===== src/rtl/fetch_pkg.sv =====
// rtl/fetch_pkg.sv - shared types and constants for the instruction-fetch stage
package fetch_pkg;

   typedef enum logic [1:0] {
      S_IDLE = 2'd0,
      S_REQ  = 2'd1,
      S_WAIT = 2'd2,
      S_SKID = 2'd3
   } fetch_state_e;

   localparam logic [31:0] FETCH_NOP_INST = 32'h0000_0013;
   localparam logic [31:0] FETCH_RESET_PC = 32'h0000_0000;
   localparam logic [31:0] PC_INCR        = 32'd4;
   localparam logic [31:0] PC_ALIGN_MASK  = 32'hFFFF_FFFC;

endpackage


===== src/rtl/fetch_skid_buf.sv =====
// rtl/fetch_skid_buf.sv - one-entry {inst, pc} holding buffer used while decode stalls
module fetch_skid_buf (
   input  logic        i_clk,
   input  logic        i_rst_n,
   input  logic        i_load,
   input  logic        i_unload,
   input  logic        i_clear,
   input  logic [31:0] i_inst,
   input  logic [31:0] i_pc,
   output logic        o_full,
   output logic [31:0] o_inst,
   output logic [31:0] o_pc
);

   logic        full_q;
   logic [31:0] inst_q;
   logic [31:0] pc_q;

   // Clear wins over load so a redirect always empties the buffer.
   always_ff @(posedge i_clk or negedge i_rst_n) begin
      if (!i_rst_n) begin
         full_q <= 1'b0;
         inst_q <= 32'd0;
         pc_q   <= 32'd0;
      end else if (i_clear) begin
         full_q <= 1'b0;
      end else if (i_load) begin
         full_q <= 1'b1;
         inst_q <= i_inst;
         pc_q   <= i_pc;
      end else if (i_unload) begin
         full_q <= 1'b0;
      end
   end

   assign o_full = full_q;
   assign o_inst = inst_q;
   assign o_pc   = pc_q;

endmodule


===== src/rtl/fetch_stage.sv =====
// rtl/fetch_stage.sv - instruction fetch: PC, single-outstanding imem handshake, IF/ID register
// Optional misaligned-redirect trap enabled by FETCH_MISALIGN_CHK_EN.
module fetch_stage
   import fetch_pkg::*;
#(
   parameter logic [31:0] RESET_PC = FETCH_RESET_PC,
   parameter logic [31:0] NOP_INST = FETCH_NOP_INST
) (
   input  logic        i_clk,
   input  logic        i_rst_n,
   output logic        o_imem_req,
   output logic [31:0] o_imem_addr,
   input  logic        i_imem_gnt,
   input  logic        i_imem_rvalid,
   input  logic [31:0] i_imem_rdata,
   input  logic        i_stall,
   input  logic        i_redirect,
   input  logic [31:0] i_redirect_pc,
   output logic        o_inst_valid,
   output logic [31:0] o_inst,
   output logic [31:0] o_inst_pc,
   output logic        o_misaligned
);

   fetch_state_e state_q, state_d;
   logic [31:0]  pc_q, pc_d;
   logic [31:0]  req_pc_q, req_pc_d;
   logic         drop_q, drop_d;
   logic [31:0]  inst_q, inst_d;
   logic [31:0]  inst_pc_q, inst_pc_d;
   logic         inst_valid_q, inst_valid_d;
   logic         skid_load, skid_unload, skid_clear, skid_full;
   logic [31:0]  skid_inst, skid_pc;
   logic         accept;

`ifdef FETCH_MISALIGN_CHK_EN
   logic         misaligned_q, misaligned_d;
`endif

   fetch_skid_buf u_skid (
      .i_clk    (i_clk),
      .i_rst_n  (i_rst_n),
      .i_load   (skid_load),
      .i_unload (skid_unload),
      .i_clear  (skid_clear),
      .i_inst   (i_imem_rdata),
      .i_pc     (req_pc_q),
      .o_full   (skid_full),
      .o_inst   (skid_inst),
      .o_pc     (skid_pc)
   );

   assign accept = !inst_valid_q || !i_stall;

   always_comb begin
      state_d      = state_q;
      pc_d         = pc_q;
      req_pc_d     = req_pc_q;
      drop_d       = drop_q;
      inst_d       = inst_q;
      inst_pc_d    = inst_pc_q;
      inst_valid_d = inst_valid_q;
      skid_load    = 1'b0;
      skid_unload  = 1'b0;
      skid_clear   = 1'b0;
`ifdef FETCH_MISALIGN_CHK_EN
      misaligned_d = misaligned_q;
`endif
      // Decode consumes the instruction whenever it is not stalling.
      if (!i_stall) begin
         inst_valid_d = 1'b0;
         inst_d       = NOP_INST;
      end

      case (state_q)
         S_IDLE: begin
`ifdef FETCH_MISALIGN_CHK_EN
            if (!misaligned_q) state_d = S_REQ;
`else
            state_d = S_REQ;
`endif
         end
         S_REQ: begin
            if (i_imem_gnt) begin
               req_pc_d = pc_q;
               pc_d     = pc_q + PC_INCR;
               state_d  = S_WAIT;
            end
         end
         S_WAIT: begin
            if (i_imem_rvalid) begin
               if (drop_q) begin
                  drop_d  = 1'b0;
                  state_d = S_REQ;
               end else if (accept) begin
                  inst_d       = i_imem_rdata;
                  inst_pc_d    = req_pc_q;
                  inst_valid_d = 1'b1;
                  state_d      = S_REQ;
               end else begin
                  skid_load = 1'b1;
                  state_d   = S_SKID;
               end
            end
         end
         S_SKID: begin
            if (!i_stall && skid_full) begin
               inst_d       = skid_inst;
               inst_pc_d    = skid_pc;
               inst_valid_d = 1'b1;
               skid_unload  = 1'b1;
               state_d      = S_REQ;
            end
         end
         default: state_d = S_IDLE;
      endcase

      // Redirect overrides everything computed above.
      if (i_redirect) begin
         pc_d         = i_redirect_pc & PC_ALIGN_MASK;
         inst_valid_d = 1'b0;
         inst_d       = NOP_INST;
         skid_load    = 1'b0;
         skid_unload  = 1'b0;
         skid_clear   = 1'b1;
         drop_d       = 1'b0;
         case (state_q)
            S_REQ: begin
               state_d = i_imem_gnt ? S_WAIT : S_REQ;
               drop_d  = i_imem_gnt;
            end
            S_WAIT: begin
               state_d = i_imem_rvalid ? S_REQ : S_WAIT;
               drop_d  = !i_imem_rvalid;
            end
            default: state_d = S_REQ;
         endcase
`ifdef FETCH_MISALIGN_CHK_EN
         if (i_redirect_pc[1:0] != 2'b00) begin
            misaligned_d = 1'b1;
            state_d      = S_IDLE;
            drop_d       = 1'b0;
         end else begin
            misaligned_d = 1'b0;
         end
`endif
      end
   end

   always_ff @(posedge i_clk or negedge i_rst_n) begin
      if (!i_rst_n) begin
         state_q      <= S_IDLE;
         pc_q         <= RESET_PC;
         req_pc_q     <= 32'd0;
         drop_q       <= 1'b0;
         inst_q       <= NOP_INST;
         inst_pc_q    <= 32'd0;
         inst_valid_q <= 1'b0;
      end else begin
         state_q      <= state_d;
         pc_q         <= pc_d;
         req_pc_q     <= req_pc_d;
         drop_q       <= drop_d;
         inst_q       <= inst_d;
         inst_pc_q    <= inst_pc_d;
         inst_valid_q <= inst_valid_d;
      end
   end

`ifdef FETCH_MISALIGN_CHK_EN
   always_ff @(posedge i_clk or negedge i_rst_n) begin
      if (!i_rst_n) misaligned_q <= 1'b0;
      else          misaligned_q <= misaligned_d;
   end
   assign o_misaligned = misaligned_q;
`else
   assign o_misaligned = 1'b0;
`endif

   assign o_imem_req   = (state_q == S_REQ);
   assign o_imem_addr  = pc_q;
   assign o_inst_valid = inst_valid_q;
   assign o_inst       = inst_q;
   assign o_inst_pc    = inst_pc_q;

endmodule


===== config.mk =====
export PLATFORM = sky130hd
export DESIGN_NAME = fetch_stage
export DESIGN_NICKNAME = d
export VERILOG_FILES = /design/src/rtl/fetch_pkg.sv /design/src/rtl/fetch_skid_buf.sv /design/src/rtl/fetch_stage.sv
export SDC_FILE = /design/constraint.sdc
export NUM_CORES = 1
export LEC_CHECK = 0
export ABC_AREA = 1
export BUFFER_PORTS_ARGS = -buffer_cell sky130_fd_sc_hd__buf_2
export CORE_UTILIZATION = 45
export DETAILED_ROUTE_END_ITERATION = 6
export PLACE_DENSITY = 0.67
export SLEW_MARGIN = 30
export SYNTH_ARGS = -nofsm -noshare
export SYNTH_HDL_FRONTEND = slang
export SYNTH_SLANG_ARGS = --single-unit

===== constraint.sdc =====
create_clock -name i_clk -period 2.05 [get_ports i_clk]
set_input_delay 0.1025 -clock i_clk [delete_from_list [all_inputs] [get_ports i_clk]]
set_output_delay 0.1025 -clock i_clk [all_outputs]
set_load 0.005 [all_outputs]

==> impl_metrics.env <==
export IMPL_synth_ff_type="dfrtp_1"
export IMPL_irDropWorstVdd_v=0.0005458
export IMPL_rows=51
export IMPL_fin_skew_ps=11.30
export IMPL_relSlewSlack_pct=57.15
export IMPL_instances_no_fill=1497
export IMPL_core_mm2=0.01959
export IMPL_ant_nets=0
export IMPL_drv_cap=0
export IMPL_viasPerCell=5.063
export IMPL_grtUsageTotal_pct=23.26
export IMPL_synth_largest_area_cell="dfrtp_1"
export IMPL_die_h_um=143.6
export IMPL_hp_class="in2reg"
export IMPL_critPathMaxFanout=29
export IMPL_grt_max_degree=62
export IMPL_grt_pass1_vias=7285
export IMPL_synth_seq_area_share_pct=52.43
export IMPL_vias=7580
export IMPL_netlist_area_mm2=0.009027
export IMPL_layout_nets=1294
export IMPL_dp_cells=1407
export IMPL_cts_root_buffer="clkbuf_16"
export IMPL_ys_warn_count=0
export IMPL_io_buffers=161
export IMPL_drc=0
export IMPL_ioPinCount=169
export IMPL_wl_mm=23.04
export IMPL_diodes=0
export IMPL_max_clock_path_buffers=2
export IMPL_finalCritPeriodShare_pct=91.05
export IMPL_seq_power_share_pct=43.1
export IMPL_fill_cells=1700
export IMPL_tns_ps=0
export IMPL_setup_viol=0
export IMPL_crit_type="reg2reg"
export IMPL_netlist_instances=1007
export IMPL_numCtsBuffers=17
export IMPL_startpoint_type="flip-flop"
export IMPL_synth_top_area_share_pct=51.56
export IMPL_yosys_top_cells_area="dfrtp_1, nand2_1, mux2_4, nor2_1, o21ai_0"
export IMPL_layout_min_cycle_time_ps=1866
export IMPL_cts_htree_levels=4
export IMPL_cp_arrival_ps=2180
export IMPL_yosysUniqueCellTypes=31
export IMPL_cts_tree="yes"
export IMPL_crit_start="state_q[0]"
export IMPL_antenna_found_initial=0
export IMPL_drive_above_1_share_pct=23.70
export IMPL_p_clk_share_pct=27.5
export IMPL_power_density_mw_per_mm2=1082
export IMPL_start_util_pct=46.08
export IMPL_power_total_w=0.01233
export IMPL_pwr_share_comb_pct=29.4
export IMPL_avgSynthCellArea_um2=8.965
export IMPL_drv_slew=0
export IMPL_crit_path_end_kind="flip-flop"
export IMPL_drt_pass1_iter_count=5
export IMPL_required_ps=2370
export IMPL_synth_common_cells="nand2_1, dfrtp_1, nor2_1, inv_1, o21ai_0"
export IMPL_worstReg2RegStart="state_q[0]"
export IMPL_switchingPower_w=0.004327
export IMPL_worstMarginPinSlew_ps=642.8
export IMPL_grt_pass1_wl_mm=36.96
export IMPL_status="complete, no violations"
export IMPL_wire_per_inst_um=15.39
export IMPL_synth_edf_count=0
export IMPL_p_leak_nw=5.707
export IMPL_die_x_um=143.6
export IMPL_clock_latency_ps=440
export IMPL_dp_hpwl_mm=15.74
export IMPL_syn_to_final_growth_pct=26.26
export IMPL_drt_initial_drc_count=476
export IMPL_hold_viol_final=0
export IMPL_rsz0062_at_grt="false"
export IMPL_worstHoldStart="i_redirect_pc[14]"
export IMPL_async_reset_ff_share_pct=100.0
export IMPL_die_area_mm2=0.02063
export IMPL_switching_share_pct=35.10
export IMPL_yosysMostFrequentCell="nand2_1"
export IMPL_synth_seq_cells=189
export IMPL_cts_sinks=189
export IMPL_grt_overflow_total=0
export IMPL_path_clk_slew_ps=70
export IMPL_p_int_w=0.008001
export IMPL_fmax_mhz=535.8
export IMPL_globalplace_congestion=0.9086
-- worst max-delay path, stage by stage (launching register included) --
cell,delay (ps)
dfrtp_1,440
inv_1,80
ha_1,240
nand2_2,110
nor2_2,170
nand3_4,140
buf_12,230
mux2_4,320
-- power groups by stage --
stage / sequential (W) / combinational (W) / clock (W)
6_report: 0.00532 / 0.00363 / 0.00339
5_1_grt: 0.00544 / 0.00413 / 0.00360
4_1_cts: 0.00532 / 0.00367 / 0.00344
3_5_place_dp: 0.00538 / 0.00356 / 0
3_3_place_gp: 0.00535 / 0.00349 / 0
2_1_floorplan: 0.00526 / 0.00211 / 0
-- layout make-up --
type                            count  area [µm²]  share of cell area, %
Inverter                           75       281.5                  2.470
Sequential cell                   189        4733                  41.53
Timing Repair Buffer              243        1688                  14.81
Clock inverter                     15       181.4                  1.592
Tap cell                          265       331.6                  2.909
Multi-Input combinational cell    693        3757                  32.96
Clock buffer                       17       425.4                  3.732
-- kinds of logic (layout without fill, tap and decap cells) --
family / Yosys count / in the layout / share of synthesized area, %
AOI/OAI and AO/OA: 168 / 168 / 10.63
xor gates and xnor gates: 9 / 9 / 0.8732
adders and majority gates: 5 / 5 / 0.6930
buffers and inverters: 129 / 350 / 6.334
DFF: 189 / 189 / 52.43
muxes: 60 / 60 / 9.356
other: 1 / 5 / 0.04154
and+or+nand+nor: 446 / 446 / 19.64
-- state kept, by name, indices dropped and copies added, names as in the netlist --
| register | flops |
|---|---|
| o_inst | 32 |
| state_q | 2 |
| req_pc_q | 30 |
| u_skid.o_full | 1 |
| drop_q | 1 |
| u_skid.o_pc | 30 |
| o_imem_addr | 30 |
| u_skid.o_inst | 32 |
| o_inst_pc | 30 |
| o_inst_valid | 1 |
-- timing repair --
action	in CTS	in global routing
gates resized for setup	0	1
setup endpoints to repair	0	1
endpoints found under the hold margin	138	0
hold buffers	58	0
setup buffers	0	0
-- cells in the final DEF, fill, tap and decap left out, types with 5 or more instances in the layout --
cell	n
dlygate4sd3_1	58
a31oi_1	37
nand2_1	287
nand3_1	61
xor2_1	8
buf_12	9
nor2_1	87
buf_4	15
clkbuf_16	17
mux2_2	15
a21oi_1	36
ha_1	5
a22oi_1	20
dfrtp_1	186
buf_2	160
conb_1	5
o21ai_0	66
mux2_4	45
inv_1	72
-- worst paths after layout --
kind / endpoint / slack [ps] / cells after the start
min in group asynchronous: o_imem_addr[27] / 210 / 2
max: u_skid.o_pc[23] / 180 / 7
max in group asynchronous: o_inst[0] / 1190 / 3
min reg2reg: u_skid.o_pc[2] / 490 / 2
min: o_imem_addr[14] / 6 / 5
max reg2reg: u_skid.o_pc[23] / 180 / 7
-- per-stage QoR --
stage / utilization [%] / setup slack (ps) / hold slack (ps) / area [µm²]
detailed placement: 52.12 / 195.1 / 123.1 / 10210
finish: 58.18 / 183.5 / 6.382 / 11400
global route: 58.18 / 80.82 / 19.82 / 11400
CTS: 58.18 / 192.9 / 3.018 / 11400
global placement: 52.12 / 249.0 / 125.1 / 10210
floorplan: - / 379.3 / -193.1 / 9042
-- layer usage --
| layer | GRT usage, % | share of wire, % | vias up |
|---|---|---|---|
| li1 | - | - | 3717 |
| met1 | 32.60 | 46 | 3610 |
| met2 | 36.41 | 47 | 215 |
| met3 | 3.499 | 4.4 | 38 |
| met4 | 8.735 | 2.5 | 0 |
| met5 | 0 | 0 | - |
No activity file was read; power rests on OpenSTA's default activity.
